**src/rtl/ps2_rx_mmio.sv**
```systemverilog
// Memory-mapped PS/2 keyboard receiver: deserialises device-to-host frames into a
// byte FIFO that the core drains through DATA/STATUS loads in the MEM stage.
module ps2_rx_mmio #(
  parameter int FIFO_DEPTH  = 8,
  parameter int TIMEOUT_CYC = 5000
) (
  input  logic        i_clk,
  input  logic        i_reset,
  input  logic        i_ps2_clk,
  input  logic        i_ps2_data,
  input  logic        i_en,
  input  logic        i_rdEn,
  input  logic [31:0] i_addr,
  output logic [31:0] o_rdData,
  output logic        o_irq
);

  localparam int AW = $clog2(FIFO_DEPTH);
  localparam int CW = AW + 1;
  localparam int TW = $clog2(TIMEOUT_CYC);
  localparam logic [TW-1:0] TMAX = TW'(TIMEOUT_CYC - 1);
  localparam logic [CW-1:0] FULL = CW'(FIFO_DEPTH);

  typedef enum logic [1:0] {IDLE, DATA, PARITY, STOP} state_t;

  logic          ps2_clk_p0, ps2_clk_p1, ps2_clk_p2;
  logic          ps2_data_p0, ps2_data_p1;
  logic          fall;
  state_t        state;
  logic [2:0]    bitcnt;
  logic [TW-1:0] tcnt;
  logic [7:0]    shreg;
  logic          par_bit;
  logic          timeout, stop_edge, par_ok, push, perr_set, ferr_set;
  logic [7:0]    mem [FIFO_DEPTH];
  logic [AW-1:0] wr_ptr, rd_ptr;
  logic [CW-1:0] count, count_nxt;
  logic [4:0]    count5;
  logic          ovf, perr, ferr;
  logic          rd_data, rd_stat, empty, full, pop, wr, ovf_set;
  logic          unused_addr;

  assign unused_addr = ^{i_addr[31:3], i_addr[1:0]};

  // Stage p0/p1: two-flop synchronisers; p2 holds the previous synced clock level
  always_ff @(posedge i_clk or posedge i_reset) begin
    if (i_reset) begin
      ps2_clk_p0  <= 1'b1;
      ps2_clk_p1  <= 1'b1;
      ps2_clk_p2  <= 1'b1;
      ps2_data_p0 <= 1'b1;
      ps2_data_p1 <= 1'b1;
    end else begin
      ps2_clk_p0  <= i_ps2_clk;
      ps2_clk_p1  <= ps2_clk_p0;
      ps2_clk_p2  <= ps2_clk_p1;
      ps2_data_p0 <= i_ps2_data;
      ps2_data_p1 <= ps2_data_p0;
    end
  end

  assign fall      = ps2_clk_p2 & ~ps2_clk_p1;
  assign timeout   = (state != IDLE) && !fall && (tcnt == TMAX);
  assign stop_edge = fall && (state == STOP);
  assign par_ok    = ^{shreg, par_bit};
  assign push      = stop_edge & ps2_data_p1 & par_ok;
  assign perr_set  = stop_edge & ps2_data_p1 & ~par_ok;
  assign ferr_set  = (stop_edge & ~ps2_data_p1) | timeout;

  // Frame FSM: advances on synced falling edges, aborts a stalled frame on timeout
  always_ff @(posedge i_clk or posedge i_reset) begin
    if (i_reset) begin
      state  <= IDLE;
      bitcnt <= 3'd0;
      tcnt   <= '0;
    end else begin
      if (state == IDLE || fall || timeout) tcnt <= '0;
      else                                  tcnt <= tcnt + TW'(1);
      if (timeout) begin
        state <= IDLE;
      end else if (fall) begin
        case (state)
          IDLE: if (!ps2_data_p1) begin
            state  <= DATA;
            bitcnt <= 3'd0;
          end
          DATA: begin
            bitcnt <= bitcnt + 3'd1;
            if (bitcnt == 3'd7) state <= PARITY;
          end
          PARITY:  state <= STOP;
          STOP:    state <= IDLE;
          default: state <= IDLE;
        endcase
      end
    end
  end

  always_ff @(posedge i_clk) begin
    if (fall && state == DATA)   shreg   <= {ps2_data_p1, shreg[7:1]};
    if (fall && state == PARITY) par_bit <= ps2_data_p1;
  end

  assign rd_data   = i_en & i_rdEn & ~i_addr[2];
  assign rd_stat   = i_en & i_rdEn & i_addr[2];
  assign empty     = (count == '0);
  assign full      = (count == FULL);
  assign pop       = rd_data & ~empty;
  assign wr        = push & (~full | pop);
  assign ovf_set   = push & full & ~pop;
  assign count_nxt = count + CW'(wr) - CW'(pop);
  assign count5    = 5'(count);

  always_ff @(posedge i_clk) begin
    if (wr) mem[wr_ptr] <= shreg;
  end

  // FIFO pointers, sticky flags and the registered read port; a set beats a status clear
  always_ff @(posedge i_clk or posedge i_reset) begin
    if (i_reset) begin
      wr_ptr   <= '0;
      rd_ptr   <= '0;
      count    <= '0;
      ovf      <= 1'b0;
      perr     <= 1'b0;
      ferr     <= 1'b0;
      o_rdData <= 32'd0;
      o_irq    <= 1'b0;
    end else begin
      if (wr)  wr_ptr <= wr_ptr + AW'(1);
      if (pop) rd_ptr <= rd_ptr + AW'(1);
      count <= count_nxt;
      o_irq <= (count_nxt != '0);
      ovf   <= ovf_set  | (ovf  & ~rd_stat);
      perr  <= perr_set | (perr & ~rd_stat);
      ferr  <= ferr_set | (ferr & ~rd_stat);
      if (rd_data)
        o_rdData <= empty ? 32'd0 : {23'd0, 1'b1, mem[rd_ptr]};
      else if (rd_stat)
        o_rdData <= {11'd0, count5, 12'd0, ferr, perr, ovf, ~empty};
    end
  end

endmodule

```
**config.mk**
```make
export PLATFORM = sky130hd
export DESIGN_NAME = ps2_rx_mmio
export DESIGN_NICKNAME = d
export VERILOG_FILES = /design/src/rtl/ps2_rx_mmio.sv
export SDC_FILE = /design/constraint.sdc
export NUM_CORES = 1
export LEC_CHECK = 0
export CAP_MARGIN = 20
export CORE_ASPECT_RATIO = 0.7
export CORE_UTILIZATION = 55
export CTS_CLUSTER_DIAMETER = 40
export DETAILED_ROUTE_END_ITERATION = 10
export GPL_ROUTABILITY_DRIVEN = 0
export PLACE_DENSITY_LB_ADDON = 0.3
export SYNTH_ARGS = -nofsm -noshare
export SYNTH_HDL_FRONTEND = slang
export SYNTH_SLANG_ARGS = --single-unit
export TNS_END_PERCENT = 100
```
**constraint.sdc**
```tcl
create_clock -name i_clk -period 7.15 [get_ports i_clk]
set_input_delay 1.43 -clock i_clk [delete_from_list [all_inputs] [get_ports i_clk]]
set_output_delay 1.43 -clock i_clk [all_outputs]
set_load 0.02 [all_outputs]
```
==> results by group <==
Outcome
  – Status: completed

Setup path
  – Crit path max fanout: 23
  – Element type at the critical path start: primary input
  – Type of the setup path with the least slack: primary input to flop
  – Critical-path cell list: clkdlybuf4s50_1, nand2_1, or3_1, nand3_1, nand3_1, o21ai_0, ha_1, fa_1, xor2_1, or4_1
  – Dominant cell type by count on the critical path: nand3_1
  – Worst stage delay on the critical path: 0.53 ns
  – Top cell family by delay on the critical path: simple AND/OR/NAND/NOR gates
  – Reg2Reg Setup Slack: approximately 3.6 ns
  – Worst EP arrival: between 4 and 5 ns
  – Buffer and inverter count on the worst path: 1
  – WP data required: 7.42 ns
  – Crit. End Element: flop
  – CP max stage cell: nand2_1

Clocking
  – Clk root buf: clkbuf_16
  – # resized after CTS: 0
  – Number of hold-repair buffers added at the cts stage: 0
  – Number of buffers inserted to repair setup after CTS: 0
  – Clock tree from TritonCTS: yes
  – Maximum root-to-sink buffer count: 2
  – Number of buffers inserted during clock tree synthesis: 17
  – Insertion delay to the later sink of the worst-skew pair: 0.41 ns
  – Clock-pin slew reported for the worst setup and hold paths after clock tree synthesis: 0.05 ns
  – CTS H-Tree Depth: 4
  – CTS sink cnt: 123

STA
  – Max Clock Freq: 222 MHz
  – Skew final: 0.00833 ns
  – Worst hold slack: 0.356 ns
  – Max_slew headroom: 41.7%
  – Setup-failing EPs final: 0
  – Final Hold Violating Endpoints: 0
  – Setup repair after global routing missed its margin: false
  – Fin Setup TNS: 0 ns
  – Fraction of the cycle the final worst path needs: 62.9%
  – Final slew viol count: 0
  – Transition time at the pin with the least slew margin: 0.871 ns
  – Min cycle time layout: 4.50 ns

Logic synthesis
  – Number of synthesized register bits: 123
  – Cell accounting for the most synthesized area: edfxtp_1
  – Number of enable-type register cells in the synthesized netlist: 73
  – Per-instance average area after synthesis: about 15 µm²
  – Number of warnings reported in the yosys synthesis log: 0
  – Share of synthesized area spent on multiplexers: 9.14%
  – Share of the synthesized netlist area taken by xor and xnor gates: 4.43%
  – Count of mapped cells out of synthesis: between 300 and 400
  – Largest cells by area after synthesis: edfxtp_1 (42%), dfrtp_1 (22%), mux4_2 (6.9%)
  – Leading register cell type out of synthesis: edfxtp_1
  – Top cell type's share of synthesized area: 41.9%
  – Mapped cell area: between 5000 and 6000 µm²
  – Synth Area in Adders: 3.73%
  – Distinct cell type count after synthesis: slightly below 50
  – Async set-or-reset flop fraction in the synthesized netlist: 40.7%
  – Area share of and/or/nand/nor cells after synthesis: a little under a tenth
  – Compound-cell area share of the yosys netlist: 3.21%
  – Seq/Total Area, Yosys: 66.0%
  – Largest family of logic cells by synthesized area: simple AND/OR/NAND/NOR gates

Cells and area
  – Fill cell instance count of the final layout: 667
  – Area taken by flip-flops and latches: 3450 µm²
  – Ant diodes: 0
  – Final Net Count: 441
  – Utilization of the core after routing: approximately 66%
  – Combined area of the multi-input logic cells: 1630 µm²
  – Share of post-route cells with drive strength above 1: a little over an eighth
  – Signed area change from the synthesized netlist to the final layout: 15.2%

Placement
  – IO Port Bufs: 20
  – Post-DP HPWL: around 6.1 mm

Job
  – Max-cap violation count: 0

Power and ir drop
  – Leakage power total: 2.32 nW
  – Peak supply drop: 176 µV
  – Total power density per cell area: 365 nW/µm²

Floorplanning
  – I/O pins: 71
  – Area of the core region: 9140 µm²
  – Die W: 119 µm
  – Height of the chip: roughly 84 µm
  – Initial core utilization: 57.2%
  – Placement Rows: 29
  – Total die area: approximately 10000 µm²

GRT
  – Number of antenna violations at the first check in global routing: 0
  – Total track usage: 21.0%
  – Pin count of the biggest net entering global routing: 51
  – Via count of the first global-routing pass: just under 3k
  – Wire length of the first global-routing pass: 15.1 mm
  – Total global routing overflow: 0

Route
  – Detailed-route wire length: between 9 and 10 mm
  – ANT nets after route: 0
  – DRC violation total after the first TritonRoute iteration: 249
  – Via count: 2868
  – DRC errors left: 0
  – Routed wire length per instance: roughly 18 µm
  – Post-detailed-route via-to-cell ratio: 5.46
  – Total iterations of the first detailed-routing run: 5

Min path
  – Path category of the worst min-delay check: flop to flop
-- registers in the layout, summed over array words and instances, names as in the netlist, 2 cells and up --
name	cells
wr_ptr	3
bitcnt	3
count	4
shreg	8
rd_ptr	3
state	2
o_rdData	13
tcnt	13
mem	64
-- final timing paths --
check | start | endpoint | cells past startpoint
max | i_en | o_irq$_DFF_PP0_ | 10
min | ps2_clk_p0$_DFF_PP1_ | ps2_clk_p1$_DFF_PP1_ | 0
max reg2reg | count[2]$_DFF_PP0_ | o_irq$_DFF_PP0_ | 11
min reg2reg | ps2_clk_p0$_DFF_PP1_ | ps2_clk_p1$_DFF_PP1_ | 0
max in group asynchronous | i_reset | ps2_data_p0$_DFF_PP1_ | 3
min in group asynchronous | i_reset | count[1]$_DFF_PP0_ | 2
-- cells in the mapped netlist, drive strengths merged (2+ instances only) --
| master | instances |
|---|---|
| o221ai | 3 |
| nor2 | 26 |
| edfxtp | 73 |
| xor2 | 10 |
| a211oi | 2 |
| clkbuf | 5 |
| and2 | 2 |
| nand2 | 42 |
| nand3 | 8 |
| dfstp | 5 |
| ha | 14 |
| mux2i | 9 |
| nand2b | 2 |
| o21ai | 14 |
| mux4 | 16 |
| dfrtp | 45 |
| nor3 | 5 |
| buf | 24 |
| nor4 | 2 |
| inv | 9 |
| xnor2 | 11 |
| a32o | 2 |
| nand4 | 5 |
-- final cells by class --
| type | count | area share [%] |
|---|---|---|
| inverter | 9 | 0.561 |
| multi-input combinational | 213 | 27.0 |
| sequential | 123 | 57.3 |
| clock inverter | 12 | 0.955 |
| timing repair buffer | 24 | 4.36 |
| tap | 124 | 2.58 |
| clock buffer | 20 | 7.25 |
-- cell usage in the layout (no fill, tap or decap), types with 2 or more instances in the layout --
cell	synthesis	layout
a211oi_1	2	2
a32o_1	2	2
and2_1	2	2
buf_4	19	2
clkbuf_1	5	3
clkbuf_16	0	17
clkdlybuf4s50_1	0	20
clkinv_1	0	4
clkinv_2	0	7
conb_1	1	19
dfrtp_1	45	45
dfstp_2	5	5
edfxtp_1	73	73
ha_1	14	14
inv_1	9	8
mux2i_1	8	8
mux4_2	16	16
nand2_1	41	41
nand2b_1	2	2
nand3_1	8	8
nand4_1	5	5
nor2_1	26	26
nor3_1	5	5
nor4_1	2	2
o21ai_0	14	14
o221ai_1	3	3
xnor2_1	11	11
xor2_1	10	10
-- per-layer routing --
layer  global-route usage (%)  wire length [µm]  vias up
met5                        0                 0        -
met4                     9.32                63        0
met3                     5.26               473        7
li1                         -                 -     1324
met1                     27.5              4100     1461
met2                     33.4              4600       76
-- report_power, final --
part / switching, W / internal, W / total [W] / leakage (nW)
Sequential: 0.000125 / 0.000850 / 0.000976 / 1.29
Clock: 0.000280 / 0.000431 / 0.000711 / 0.247
Combinational: 0.000242 / 0.000269 / 0.000510 / 0.783
-- logic make-up after synthesis --
group,count (synthesis)
AO/OA/AOI/OAI,26
flip-flops,123
adder cells (fa/ha/maj),15
other,1
XOR/XNOR,23
multiplexers,26
AND/OR/NAND/NOR,104
buffers and inverters,38
-- metrics by stage --
stage                     std cells  setup slack (ns)  area [µm²]  total power [W]
after floorplan                 374              3.60        5300          0.00133
after CTS                       523              2.67        5980          0.00220
after detailed placement        491              2.24        5480          0.00148
after global placement          491              2.33        5480          0.00145
final                           525              2.65        6020          0.00220
after global routing            525              2.48        6020          0.00231
(Power assumes the default switching activity.)
